<file path="src/rtl/ifu_pkg.sv">
// Shared types and defaults for the instruction prefetch unit.
package ifu_pkg;

  localparam int unsigned ADDR_W_DEF   = 32;
  localparam int unsigned INST_W_DEF   = 32;
  localparam int unsigned PC_STEP_DEF  = 4;
  localparam logic [31:0] RESET_PC_DEF = 32'h8000_0000;

  typedef enum logic [0:0] {
    RUN   = 1'b0,
    DRAIN = 1'b1
  } ifu_state_e;

  typedef struct packed {
    logic [ADDR_W_DEF-1:0] pc;
    logic [INST_W_DEF-1:0] inst;
  } fetch_entry_t;

  // Pointer index width for a queue of the given depth (at least one bit).
  function automatic int unsigned ptr_w(input int unsigned depth);
    return (depth < 2) ? 1 : $clog2(depth);
  endfunction

endpackage

</file>
<file path="src/rtl/ifu_prefetch_if.sv">
// Fetch bus, decode-side and redirect signals of the prefetch unit.
interface ifu_prefetch_if
  import ifu_pkg::*;
#(
  parameter int unsigned ADDR_W = ADDR_W_DEF,
  parameter int unsigned INST_W = INST_W_DEF
);
  logic              req_valid;
  logic              req_ready;
  logic [ADDR_W-1:0] req_addr;
  logic              resp_valid;
  logic [INST_W-1:0] resp_data;
  logic              inst_valid;
  logic              inst_ready;
  logic [INST_W-1:0] inst_data;
  logic [ADDR_W-1:0] inst_pc;
  logic              redirect_valid;
  logic [ADDR_W-1:0] redirect_pc;

  modport master (
    output req_valid, req_addr, inst_valid, inst_data, inst_pc,
    input  req_ready, resp_valid, resp_data, inst_ready, redirect_valid, redirect_pc
  );

  modport slave (
    input  req_valid, req_addr, inst_valid, inst_data, inst_pc,
    output req_ready, resp_valid, resp_data, inst_ready, redirect_valid, redirect_pc
  );
endinterface

</file>
<file path="src/rtl/ifu_fifo.sv">
// Synchronous FIFO with wrap-bit pointers and a flush that overrides push/pop.
// Storage rounds DEPTH up to a power of two.
module ifu_fifo
  import ifu_pkg::*;
#(
  parameter  int unsigned WIDTH = 32,
  parameter  int unsigned DEPTH = 4,
  localparam int unsigned PW    = ptr_w(DEPTH)
) (
  input  logic             clock,
  input  logic             reset_n,
  input  logic             flush,
  input  logic             push,
  input  logic [WIDTH-1:0] push_data,
  input  logic             pop,
  output logic             full,
  output logic             empty,
  output logic [PW:0]      count,
  output logic [WIDTH-1:0] head
);

  localparam int unsigned SLOTS    = 1 << PW;
  localparam logic [PW:0] PTR_ZERO = {(PW+1){1'b0}};
  localparam logic [PW:0] PTR_ONE  = (PW+1)'(1'b1);

  logic [WIDTH-1:0] mem_r [SLOTS];
  logic [PW:0]      wr_ptr_r;
  logic [PW:0]      rd_ptr_r;
  logic             do_push_s;
  logic             do_pop_s;

  assign empty     = (wr_ptr_r == rd_ptr_r);
  assign full      = (wr_ptr_r[PW] != rd_ptr_r[PW]) && (wr_ptr_r[PW-1:0] == rd_ptr_r[PW-1:0]);
  assign count     = wr_ptr_r - rd_ptr_r;
  assign head      = mem_r[rd_ptr_r[PW-1:0]];
  assign do_push_s = push && !full;
  assign do_pop_s  = pop && !empty;

  // Pointer and storage update; flush discards any same-cycle push or pop.
  always_ff @(posedge clock or negedge reset_n) begin
    if (!reset_n) begin
      wr_ptr_r <= PTR_ZERO;
      rd_ptr_r <= PTR_ZERO;
      for (int i = 0; i < SLOTS; i++) begin
        mem_r[i] <= {WIDTH{1'b0}};
      end
    end else if (flush) begin
      wr_ptr_r <= PTR_ZERO;
      rd_ptr_r <= PTR_ZERO;
    end else begin
      if (do_push_s) begin
        mem_r[wr_ptr_r[PW-1:0]] <= push_data;
        wr_ptr_r                <= wr_ptr_r + PTR_ONE;
      end
      if (do_pop_s) begin
        rd_ptr_r <= rd_ptr_r + PTR_ONE;
      end
    end
  end

endmodule

</file>
<file path="src/rtl/ifu_prefetch.sv">
// Instruction prefetch: sequential fetch with credit-limited requests, PC-tagged
// fetch FIFO and redirect flush. Optional counters under IFU_PREFETCH_PERF_EN.
module ifu_prefetch
  import ifu_pkg::*;
#(
  parameter int unsigned       ADDR_W   = ADDR_W_DEF,
  parameter int unsigned       INST_W   = INST_W_DEF,
  parameter int unsigned       DEPTH    = 4,
  parameter int unsigned       MAX_OUT  = 2,
  parameter int unsigned       PC_STEP  = PC_STEP_DEF,
  parameter logic [ADDR_W-1:0] RESET_PC = ADDR_W'(RESET_PC_DEF)
) (
  input  logic          clock,
  input  logic          reset_n,
  ifu_prefetch_if.master bus,
  output logic          is_busy
`ifdef IFU_PREFETCH_PERF_EN
  ,
  output logic [31:0]   perf_fetched,
  output logic [31:0]   perf_stall
`endif
);

  localparam int unsigned    CW       = $clog2(MAX_OUT + 1);
  localparam int unsigned    FPW      = ptr_w(DEPTH);
  localparam int unsigned    QPW      = ptr_w(MAX_OUT);
  localparam int unsigned    EW       = ADDR_W + INST_W;
  localparam logic [CW-1:0]  CNT_ZERO = {CW{1'b0}};

  ifu_state_e        state_r, state_s;
  logic [ADDR_W-1:0] fetch_pc_r, fetch_pc_s;
  logic [CW-1:0]     outstanding_r, outstanding_s;
  logic [CW-1:0]     drop_cnt_r, drop_cnt_s;
  logic              issue_en_r;

  logic              req_valid_s, accept_s, resp_ok_s, flush_s;
  logic              fifo_push_s, fifo_pop_s, fifo_full_s, fifo_empty_s;
  logic [FPW:0]      fifo_count_s;
  logic [EW-1:0]     fifo_head_s;
  logic              q_push_s, q_pop_s, q_full_s, q_empty_s;
  logic [QPW:0]      q_count_s;
  logic [ADDR_W-1:0] q_head_s;

  // A response with nothing in flight is a bus error; it must not underflow the counters.
  assign resp_ok_s = bus.resp_valid && (outstanding_r != CNT_ZERO);

  ifu_fifo #(.WIDTH(EW), .DEPTH(DEPTH)) u_fetch_fifo (
    .clock     (clock),
    .reset_n   (reset_n),
    .flush     (flush_s),
    .push      (fifo_push_s),
    .push_data ({q_head_s, bus.resp_data}),
    .pop       (fifo_pop_s),
    .full      (fifo_full_s),
    .empty     (fifo_empty_s),
    .count     (fifo_count_s),
    .head      (fifo_head_s)
  );

  ifu_fifo #(.WIDTH(ADDR_W), .DEPTH(MAX_OUT)) u_pc_queue (
    .clock     (clock),
    .reset_n   (reset_n),
    .flush     (flush_s),
    .push      (q_push_s),
    .push_data (fetch_pc_r),
    .pop       (q_pop_s),
    .full      (q_full_s),
    .empty     (q_empty_s),
    .count     (q_count_s),
    .head      (q_head_s)
  );

  // Next-state, credit and queue-control logic; redirect overrides all other events.
  always_comb begin
    state_s       = state_r;
    fetch_pc_s    = fetch_pc_r;
    outstanding_s = outstanding_r;
    drop_cnt_s    = drop_cnt_r;
    flush_s       = 1'b0;
    fifo_push_s   = 1'b0;
    fifo_pop_s    = 1'b0;
    q_push_s      = 1'b0;
    q_pop_s       = 1'b0;

    // The credit sum keeps a FIFO slot reserved for every in-flight request.
    req_valid_s = issue_en_r && (state_r == RUN) && !bus.redirect_valid &&
                  (32'(outstanding_r) < MAX_OUT) && (32'(q_count_s) < MAX_OUT) &&
                  ((32'(outstanding_r) + 32'(fifo_count_s)) < DEPTH);
    accept_s    = req_valid_s && bus.req_ready;

    if (bus.redirect_valid) begin
      flush_s       = 1'b1;
      fetch_pc_s    = bus.redirect_pc;
      outstanding_s = outstanding_r - CW'(resp_ok_s);
      drop_cnt_s    = outstanding_r - CW'(resp_ok_s);
      if (outstanding_r - CW'(resp_ok_s) != CNT_ZERO) begin
        state_s = DRAIN;
      end else begin
        state_s = RUN;
      end
    end else begin
      if (accept_s) begin
        fetch_pc_s = fetch_pc_r + ADDR_W'(PC_STEP);
        q_push_s   = !q_full_s;
      end else begin
        fetch_pc_s = fetch_pc_r;
      end
      fifo_pop_s    = bus.inst_ready && !fifo_empty_s;
      outstanding_s = outstanding_r + CW'(accept_s) - CW'(resp_ok_s);
      case (state_r)
        RUN: begin
          if (resp_ok_s) begin
            fifo_push_s = !fifo_full_s;
            q_pop_s     = !q_empty_s;
          end else begin
            fifo_push_s = 1'b0;
          end
        end
        DRAIN: begin
          if (resp_ok_s && (drop_cnt_r != CNT_ZERO)) begin
            drop_cnt_s = drop_cnt_r - CW'(1'b1);
          end else begin
            drop_cnt_s = drop_cnt_r;
          end
          if (drop_cnt_s == CNT_ZERO) begin
            state_s = RUN;
          end else begin
            state_s = DRAIN;
          end
        end
        default: begin
          state_s = RUN;
        end
      endcase
    end
  end

  // State and counter registers; issue_en_r holds off requests while reset is applied.
  always_ff @(posedge clock or negedge reset_n) begin
    if (!reset_n) begin
      state_r       <= RUN;
      fetch_pc_r    <= RESET_PC;
      outstanding_r <= CNT_ZERO;
      drop_cnt_r    <= CNT_ZERO;
      issue_en_r    <= 1'b0;
    end else begin
      state_r       <= state_s;
      fetch_pc_r    <= fetch_pc_s;
      outstanding_r <= outstanding_s;
      drop_cnt_r    <= drop_cnt_s;
      issue_en_r    <= 1'b1;
    end
  end

  assign bus.req_valid  = req_valid_s;
  assign bus.req_addr   = fetch_pc_r;
  assign bus.inst_valid = !fifo_empty_s;
  assign bus.inst_pc    = fifo_head_s[EW-1:INST_W];
  assign bus.inst_data  = fifo_head_s[INST_W-1:0];
  assign is_busy        = (outstanding_r != CNT_ZERO) || (drop_cnt_r != CNT_ZERO) || !fifo_empty_s;

`ifdef IFU_PREFETCH_PERF_EN
  logic [31:0] perf_fetched_r;
  logic [31:0] perf_stall_r;

  // Pop and starvation counters; a pop cancelled by a redirect is not counted.
  always_ff @(posedge clock or negedge reset_n) begin
    if (!reset_n) begin
      perf_fetched_r <= 32'd0;
      perf_stall_r   <= 32'd0;
    end else begin
      if (fifo_pop_s && !bus.redirect_valid) begin
        perf_fetched_r <= perf_fetched_r + 32'd1;
      end
      if (bus.inst_ready && fifo_empty_s) begin
        perf_stall_r <= perf_stall_r + 32'd1;
      end
    end
  end

  assign perf_fetched = perf_fetched_r;
  assign perf_stall   = perf_stall_r;
`endif

endmodule

</file>
<file path="src/flat_wrapper.sv">
// flat-port wrapper written by rule: the top's interface ports become plain ports
module ifu_prefetch_flat import ifu_pkg::*;
#(
  parameter int unsigned       ADDR_W   = ADDR_W_DEF,
  parameter int unsigned       INST_W   = INST_W_DEF,
  parameter int unsigned       DEPTH    = 4,
  parameter int unsigned       MAX_OUT  = 2,
  parameter int unsigned       PC_STEP  = PC_STEP_DEF,
  parameter logic [ADDR_W-1:0] RESET_PC = ADDR_W'(RESET_PC_DEF)
)
  (clock, reset_n, is_busy, bus_req_valid, bus_req_addr, bus_inst_valid, bus_inst_data, bus_inst_pc, bus_req_ready, bus_resp_valid, bus_resp_data, bus_inst_ready, bus_redirect_valid, bus_redirect_pc);
  ifu_prefetch_if #(.ADDR_W(ADDR_W), .INST_W(INST_W)) bus_i ();
  input  logic clock;
  input  logic reset_n;
  output logic is_busy;
  output wire logic [$bits(bus_i.req_valid)-1:0] bus_req_valid;
  output wire logic [$bits(bus_i.req_addr)-1:0] bus_req_addr;
  output wire logic [$bits(bus_i.inst_valid)-1:0] bus_inst_valid;
  output wire logic [$bits(bus_i.inst_data)-1:0] bus_inst_data;
  output wire logic [$bits(bus_i.inst_pc)-1:0] bus_inst_pc;
  input wire logic [$bits(bus_i.req_ready)-1:0] bus_req_ready;
  input wire logic [$bits(bus_i.resp_valid)-1:0] bus_resp_valid;
  input wire logic [$bits(bus_i.resp_data)-1:0] bus_resp_data;
  input wire logic [$bits(bus_i.inst_ready)-1:0] bus_inst_ready;
  input wire logic [$bits(bus_i.redirect_valid)-1:0] bus_redirect_valid;
  input wire logic [$bits(bus_i.redirect_pc)-1:0] bus_redirect_pc;
  assign bus_req_valid = bus_i.req_valid;
  assign bus_req_addr = bus_i.req_addr;
  assign bus_inst_valid = bus_i.inst_valid;
  assign bus_inst_data = bus_i.inst_data;
  assign bus_inst_pc = bus_i.inst_pc;
  assign bus_i.req_ready = bus_req_ready;
  assign bus_i.resp_valid = bus_resp_valid;
  assign bus_i.resp_data = bus_resp_data;
  assign bus_i.inst_ready = bus_inst_ready;
  assign bus_i.redirect_valid = bus_redirect_valid;
  assign bus_i.redirect_pc = bus_redirect_pc;
  ifu_prefetch #(.ADDR_W(ADDR_W), .INST_W(INST_W), .DEPTH(DEPTH), .MAX_OUT(MAX_OUT), .PC_STEP(PC_STEP), .RESET_PC(RESET_PC)) u_core (.clock(clock), .reset_n(reset_n), .bus(bus_i), .is_busy(is_busy));
endmodule
</file>
<file path="config.mk">
export PLATFORM = sky130hd
export DESIGN_NAME = ifu_prefetch_flat
export DESIGN_NICKNAME = d
export VERILOG_FILES = /design/src/rtl/ifu_pkg.sv /design/src/rtl/ifu_prefetch_if.sv /design/src/rtl/ifu_fifo.sv /design/src/rtl/ifu_prefetch.sv /design/src/flat_wrapper.sv
export SDC_FILE = /design/constraint.sdc
export NUM_CORES = 1
export LEC_CHECK = 0
export ABC_AREA = 1
export CAP_MARGIN = 15
export CORE_UTILIZATION = 58
export CTS_CLUSTER_DIAMETER = 200
export CTS_CLUSTER_SIZE = 40
export DETAILED_ROUTE_END_ITERATION = 7
export PLACE_DENSITY = 0.82
export SLEW_MARGIN = 0
export SYNTH_ARGS = -nofsm -noshare
export SYNTH_HDL_FRONTEND = slang
export SYNTH_SLANG_ARGS = --single-unit
</file>
<file path="constraint.sdc">
create_clock -name clock -period 3.24 [get_ports clock]
set_input_delay 0.486 -clock clock [delete_from_list [all_inputs] [get_ports clock]]
set_output_delay 0.486 -clock clock [all_outputs]
set_load 0.05 [all_outputs]
</file>
After elaboration in Yosys (flattened, before gate mapping)
Cells that the tools add are included.

Div/mod/pow operators: 0. Order comparisons: 9. Multiply operators: 0. Reduce and logical (&&, ||, !) cells: 36. Muxes and demuxes: 42. Add/sub/neg operators: 12. Bitwise logic cells: 6. Equal/unequal tests: 6. Shifts and indexed selects: 0.

Operators with widths (number): $bwmux 256 (1); $mux 32 (6); $mux 64 (3); $bmux 64 s2 (1); $demux 64 s2 (1); $bwmux 64 (1); $add 32x3->32 const B (1); $demux 32 s1 (1); $lt 32x3->1 const B (1); $mux 2 (10); $reduce_bool 2->1 (9); $logic_and 1x1->1 (17); $mux 1 (14); $mux 3 (4); $add 3x1->3 const B (2); $ge 3x3->1 const B (2); $not 2->3 (2); $logic_not 1->1 (5); $add 2x1->2 const B (2); $add 2x3->4 (1); $eq 2x2->1 (2); $ge 2x2->1 const B (2); $lt 2x2->1 const B (2); $not 1->2 (2); 14 further kinds (19).

ROM bits: 0. RAM bits: 0. Logic and storage cells: 126. Bits in registers: 368. Memories: 0. Latch bits: 0.

Logic depth before layout (Yosys ltp)
Gate-level depths: netlist (run 1).

Word-level depth: 12. Mapped depth: 16. Mapped depth without buffers: 14.

Cells and area by module
A second synthesis (run 1) with hierarchy kept.

Cell total of the unflattened synthesis: 2406. Area, all modules: 18176.2 µm².

By module, submodules not included: ifu_fifo at u_core.u_fetch_fifo (area each 11966.5 µm², times used 1, cells an instance 1505, sequential area each 6556.3 µm²); ifu_fifo at u_core.u_pc_queue (area each 3331.9 µm², times used 1, cells an instance 431, sequential area each 1701.6 µm²); ifu_prefetch (area each 2877.8 µm², times used 1, cells an instance 470, sequential area each 952.2 µm²).

Least setup slack after synthesis (run 1)
No wires, ideal clock.

Kind: reg2out. Start point: register u_core.u_fetch_fifo.rd_ptr_r[1]. End point: output port is_busy. Path buffers: 2. Arrival time: 2.526 ns. Path slack: 0.228 ns. Stages on the path, launching flop included: 7. Path through: dfrtp_1 inv_1 clkbuf_1 clkbuf_1 ha_1 nand4_1 or4_1.

Longest elaborated chain between the ends: 3.

Ends and longest elaborated chain: start, declared (RTL line ifu_fifo.sv:28) `logic [PW:0] rd_ptr_r;`; start signal, assigned (RTL line ifu_fifo.sv:56) `rd_ptr_r <= rd_ptr_r + PTR_ONE;`; $eq 3x3->1 (RTL line ifu_fifo.sv:32) `assign empty = (wr_ptr_r == rd_ptr_r);`; $logic_not 1->1; via bus_inst_valid (RTL line flat_wrapper.sv:18) `output wire logic [$bits(bus_i.inst_valid)-1:0] bus_inst_valid;`; $logic_or 1x1->1 (RTL line ifu_prefetch.sv:160) `assign is_busy = (outstanding_r != CNT_ZERO) || (drop_cnt_r != CNT_ZERO) || !fifo_empty_s;`; end, declared (RTL line flat_wrapper.sv:15) `output logic is_busy;`.

The timed path passes the listed nets, and every way through them passes these cells.

Worst setup path in the final report (run 1)
Start point: register u_core.u_fetch_fifo.rd_ptr_r[0]. End point: output port bus_inst_pc[24].

Longest elaborated chain between the ends: 4.

Ends and longest elaborated chain: $not 2->3 (not written as such) (RTL line ifu_fifo.sv:35) `assign head = mem_r[rd_ptr_r[PW-1:0]];`; $bmux 64 s2 (RTL line ifu_fifo.sv:35); $mux 64 (not written as such) (2 in a row) (RTL line ifu_fifo.sv:35); end, declared (RTL line flat_wrapper.sv:20) `output wire logic [$bits(bus_i.inst_pc)-1:0] bus_inst_pc;`.

Every way passes these cells. The select of a mux whose other input is x is not followed.

==> out/metrics.csv, run 1 <==
metric,value,unit
power.density,932,mW/mm²
syn_avg_cell_area,7.62,µm²
synth_top_family_by_area,simple AND/OR/NAND/NOR gates,
num_vias,16362,
crit_chain,buf_16 -> clkinv_4 -> buf_6 -> o21ai_0 -> o22ai_1 -> buf_12,
finClkSkew,0.0496,ns
ys_top_cells_by_area,"dfrtp_1 51%, nand2_1 21%, o21ai_0 8.0%",
clockRootBuffer,clkbuf_16,
die_area,0.0316,mm²
netlist_instances,2351,
num_antenna_cells,0,
rows,63,
drc_errors,0,
synth_edf_count,0,
stdcell_count,2812,
clock.fmax,312,MHz
synth_top_area_frac,0.513,
synthAdderAreaFrac,0.0102,
drt_iter0_drc,1902,
pre_cts_slack,0.433,ns
grt_pass1_vias,15862,
max_slew_margin,0.439,
cts_tree,yes,
final.min_clock_period,3.20,ns
dp_hpwl,29.6,mm
drt.antenna.violating_nets,0,
cts_hold_buf,0,
htree_levels,1,
leakagePower,10.8,nW
synth-seq-cells,368,
crit_buf_inv,4,
cts_buffers,13,
ys.warnings.count,0,
yosysSeqAreaShare,0.514,
cp.arrival,2.72,ns
wirelength,48.4,mm
synth_cell_type_count,35,
syn-cell-area,0.0179,mm²
wire_per_inst,17.2,µm
clock_latency,0.52,ns
final_util,0.696,
cap_viol_max_count,0,
crit_slowest_cell,dfrtp_4,
holdWs,-0.0160,ns
via_per_inst,5.82,
critPathTopFamily,buffers and inverters,
dr.pass1.iters,5,
synth_xor_xnor_area_share,0.00832,
clock-sinks,368,
layout-drive-gt1-share,0.0648,
synth_compound_area_frac,0.119,
drv_slew,0,
synth-simple-area-share,0.298,
worstMarginPinSlew,0.842,ns
ys_async_sr_fraction,1.00,
hold_viol,7,
violations,hold timing,
required,2.75,ns
cp_max_fo,130,
core-area,0.0300,mm²
setup_slack,0.0353,ns
antenna_found_initial,0,
vdd_drop_max,0.000567,V
setup_viol_count_final,0,
grt_setup_unrepaired,true,
clock_path_buffers,3,
muxShareOfSynthArea,0,
grt_start_max_net_pins,131,
synth_top_cell_by_area,dfrtp_1,
setup.worst_path.start,u_core.u_fetch_fifo.rd_ptr_r[0]$_DFFE_PN0P_,
grt_usage,0.313,
status,"complete, but fails checks",
fp.dieW,178,µm
nets,2504,
synth.most_common_cell,nand2_1,
pin_count,169,
max_stage_delay,0.53,ns
grt-ovfl-total,0,
synth_nets,2435,
syn2layout_area_growth,16.8,%
crit_type,flop to primary output,
grt_pass1_wl,79.8,mm
die_h,178,µm
synthFlopType,dfrtp_1,
place.gp.congestion,0.873,
placed_cells,2793,
startpoint_type,flop,
port_buffers,168,
start_util,0.596,
period_share,0.989,
hp-class,input port to asynchronous set/reset pin,
worstSetupEndpointType,primary output,
clk_pin_slew_worst_paths,0.14,ns
rr_startpoint,u_core.u_fetch_fifo.rd_ptr_r[0]$_DFFE_PN0P_,
netlist_top_cells_count,"1023 x nand2_1, 367 x dfrtp_1, 285 x o21ai_0",
-- report_power, final --
group          switching, W  internal, W  total (W)
registers          0.000750      0.00582    0.00657
logic               0.00659      0.00418     0.0108
clock network       0.00138     0.000768    0.00215
-- worst paths after layout --
check	endpoint	slack [ns]	cells past startpoint
max	bus_inst_pc[24]	0.04	6
min	u_core.u_fetch_fifo.mem_r[7]$_DFFE_PN0P_	-0.02	1
max reg2reg	u_core.bus.req_addr[7]$_DFFE_PN0P_	0.36	15
min reg2reg	u_core.u_pc_queue.mem_r[59]$_DFFE_PN0P_	0.49	2
max in group asynchronous	u_core.u_pc_queue.mem_r[39]$_DFFE_PN0P_	2.31	2
min in group clock	u_core.bus.req_addr[0]$_DFFE_PN0P_	0.49	3
-- final cells by class --
class                           count  area [µm²]
Fill cell                        2360        9120
Tap cell                          390         488
Clock inverter                      1        30.0
Inverter                           44         170
Timing Repair Buffer              214        2840
Sequential cell                   368        9210
Multi-Input combinational cell   1779        7830
Clock buffer                       16         337
-- state kept, by name, indices dropped and copies added (netlist names) --
name / count
u_core.u_fetch_fifo.mem_r: 256
u_core.u_pc_queue.mem_r: 64
u_core.bus.req_addr: 32
u_core.u_fetch_fifo.rd_ptr_r: 3
u_core.u_fetch_fifo.wr_ptr_r: 3
u_core.drop_cnt_r: 2
u_core.outstanding_r: 2
u_core.u_pc_queue.rd_ptr_r: 2
u_core.u_pc_queue.wr_ptr_r: 2
u_core.issue_en_r: 1
u_core.state_r: 1
-- per-stage QoR --
step	area [µm²]	power, W	hold WS [ns]	setup TNS [ns]
6_report	20900	0.0195	-0.0160	0
5_1_grt	20900	0.0205	0.0598	-0.0342
4_1_cts	20900	0.0194	0.0246	0
3_5_place_dp	20500	0.0173	0.459	0
3_3_place_gp	20500	0.0171	0.454	0
2_1_floorplan	17900	0.0125	0.190	0
-- worst register-to-register path, cell delays in order (launching register included) --
cell and delay, ns:
dfrtp_4 0.53, ha_1 0.19, inv_1 0.06, fa_1 0.42, ha_1 0.28, nand3_1 0.07
nand2_1 0.07, nor2_2 0.04, nand2_2 0.11, nor2_4 0.06, buf_4 0.16, nand2_2 0.09
buf_4 0.32, nand2_2 0.20, nand2_1 0.10, o21ai_0 0.08
-- cell usage in the layout (no fill, tap or decap), types with 11 or more instances in the layout --
| master | instances |
|---|---|
| buf_12 | 76 |
| buf_4 | 34 |
| clkbuf_16 | 13 |
| clkdlybuf4s50_1 | 100 |
| dfrtp_1 | 366 |
| ha_1 | 13 |
| inv_1 | 34 |
| nand2_1 | 1022 |
| nand3_1 | 68 |
| nand3b_1 | 11 |
| nand4_1 | 35 |
| nor2_1 | 183 |
| o21ai_0 | 285 |
| o21ai_1 | 51 |
| o22ai_1 | 63 |
| xor2_1 | 15 |
-- per-layer routing --
metal / routed length [µm] / GRT usage / up-vias
met3: 3580 / 0.0302 / 59
met2: 23500 / 0.522 / 742
met5: 0 / 0 / -
met1: 20400 / 0.442 / 7881
li1: - / - / 7680
met4: 857 / 0.0762 / 0
-- logic make-up (layout without fill, tap and decap cells) --
family	count (synthesis)	count (layout)
AND/OR/NAND/NOR	1338	1338
AO/OA/AOI/OAI	409	409
flip-flops	368	368
buffers and inverters	204	275
XOR/XNOR	17	17
adder cells (fa/ha/maj)	14	14
other	1	1
-- what timing repair did --
item	CTS	global route
resized for setup	1	7
buffers inserted	1	1
setup endpoints to repair	36	36
pin swaps	1	2
(Power assumes the default switching activity.)
==> run 2, diff against run 1 <==
==> constraint.sdc (replaced) <==
create_clock -name clock -period 3.42 [get_ports clock]
set_input_delay 0.513 -clock clock [delete_from_list [all_inputs] [get_ports clock]]
set_output_delay 0.513 -clock clock [all_outputs]
set_load 0.05 [all_outputs]
==> out/metrics.csv, run 2 (same netlist as run 1, synthesis figures left out) <==
metric,value,unit,change
clock.fmax,307,MHz,
crit_chain,ha_1 -> inv_1 -> fa_1 -> ha_1 -> nand3_1 -> nand2_1 -> nor2_1 -> nand2_1 -> nor2_4 -> buf_12,,
multi_input_area,0.00782,mm²,-0.14%
setup_viol_count_final,0,,unchanged
vdd_drop_max,0.000583,V,+2.9%
period_share,0.952,,
placed_area,0.0205,mm²,about the same
drc_errors,0,,unchanged
fillers,2358,,-0.085%
wire_per_inst,17.5,µm,+1.6%
drv_slew,0,,unchanged
final_util,0.694,,-0.00200
grt_usage,0.314,,+0.00118
grt_start_max_net_pins,182,,+39%
postCtsSetupBuffers,0,,-1
fp.dieW,178,µm,unchanged
top_register,u_core.u_fetch_fifo.mem_r,,
cts_resized,0,,-1
most-common-layout-cells,"1023 x nand2_1, 366 x dfrtp_1, 285 x o21ai_0",,
start_util,0.596,,unchanged
layout-drive-gt1-share,0.0616,,-0.00320
clk_pin_slew_worst_paths,0.15,ns,about the same
pin_count,169,,unchanged
num_vias,16675,,+1.9%
hp-class,input port to asynchronous set/reset pin,,
startpoint_type,flop,,
num_antenna_cells,0,,unchanged
grt_pass1_wl,80.0,mm,+0.17%
seq_area,0.00921,mm²,unchanged
status,finished clean,,
leakagePower,10.8,nW,-0.31%
rows,63,,unchanged
clock_latency,0.53,ns,about the same
finClkSkew,0.0581,ns,+0.00846 ns
clock-sinks,368,,unchanged
syn2layout_area_growth,16.5,%,
cts_hold_buf,0,,unchanged
finalSetupTns,0,ns,unchanged
antenna_found_initial,0,,unchanged
dr.pass1.iters,6,,+1
htree_levels,1,,unchanged
largest_reg_flops,256,,unchanged
port_buffers,168,,unchanged
max_stage_delay,0.53,ns,about the same
grt_pass1_vias,15936,,+0.47%
cts_tree,yes,,
worstSetupEndpointType,primary output,,
die_area,0.0316,mm²,unchanged
cap_viol_max_count,0,,unchanged
cp_max_fo,5,,-96%
place.gp.congestion,0.884,,+1.2%
wirelength,49.0,mm,+1.4%
grt-ovfl-total,0,,unchanged
mostFrequentLayoutCell,nand2_1,,
clockRootBuffer,clkbuf_16,,
setup.worst_path.start,u_core.u_fetch_fifo.rd_ptr_r[0]$_DFFE_PN0P_,,
nets,2500,,-0.16%
grt_setup_unrepaired,false,,
required,2.91,ns,+0.16 ns
power.density,886,mW/mm²,-4.9%
core-area,0.0300,mm²,unchanged
cp.arrival,2.74,ns,+0.02 ns
crit_slowest_cell,dfrtp_4,,
hold_viol,0,,-7
dp_hpwl,29.6,mm,about the same
final.min_clock_period,3.25,ns,
cts_buffers,13,,unchanged
clock_path_buffers,3,,unchanged
postLayoutCellArea,0.0209,mm²,-0.29%
die_h,178,µm,unchanged
worstMarginPinSlew,1.02,ns,+0.178 ns
via_per_inst,5.94,,+2.1%
max_slew_margin,0.320,,-0.119
holdWs,0.0316,ns,+0.0476 ns
drt.antenna.violating_nets,0,,unchanged
drt_iter0_drc,1912,,+0.53%
crit_type,flop to primary output,,
rr_startpoint,u_core.u_fetch_fifo.rd_ptr_r[0]$_DFFE_PN0P_,,
run 2: critical path: cells and delay by family (launching register included):
family                   cells  cell delay, ns
flip-flops                   1            0.53
AND/OR/NAND/NOR              5            0.56
adder cells (fa/ha/maj)      3            0.89
buffers and inverters        2            0.23
run 2: final cells by class:
class | count | area share
flip-flops and latches | 368 | 0.442
repair buffers | 210 | 0.134
clock buffers | 16 | 0.0161
well taps | 390 | 0.0234
clock inverters | 1 | 0.00144
inverters | 44 | 0.00798
multi-input cells | 1779 | 0.375
run 2: path summary, 6_finish.rpt:
kind,to,slack (ns),cells after the start
setup / recovery,bus_req_valid,0.17,10
hold / removal,u_core.u_fetch_fifo.mem_r[10]$_DFFE_PN0P_,0.03,1
setup reg to reg,u_core.u_pc_queue.mem_r[24]$_DFFE_PN0P_,0.45,12
hold reg to reg,u_core.u_fetch_fifo.mem_r[91]$_DFFE_PN0P_,0.49,2
max in group asynchronous,u_core.u_fetch_fifo.mem_r[228]$_DFFE_PN0P_,2.42,2
min in group clock,u_core.u_fetch_fifo.mem_r[91]$_DFFE_PN0P_,0.49,2
run 2: power breakdown:
group | switching [W] | total (W) | internal (W)
clock network | 0.00133 | 0.00206 | 0.000728
logic | 0.00625 | 0.0102 | 0.00394
registers | 0.000706 | 0.00621 | 0.00551
total | 0.00829 | 0.0185 | 0.0102
run 2: stage by stage:
stage | instances | setup WS [ns] | power, W
3_5_place_dp | 2791 | 0.551 | 0.0164
5_1_grt | 2808 | 0.0710 | 0.0194
2_1_floorplan | 2351 | 0.381 | 0.0118
6_report | 2808 | 0.165 | 0.0185
3_3_place_gp | 2791 | 0.666 | 0.0162
4_1_cts | 2808 | 0.139 | 0.0185
run 2: routing by layer:
metal / GRT usage / share of wire / vias to the layer above / routed length, µm
met4: 0.0929 / 0.021 / 0 / 1020
met1: 0.434 / 0.41 / 8063 / 20200
met5: 0 / 0 / - / 0
li1: - / - / 7682 / -
met2: 0.521 / 0.49 / 832 / 23900
met3: 0.0383 / 0.081 / 98 / 3980
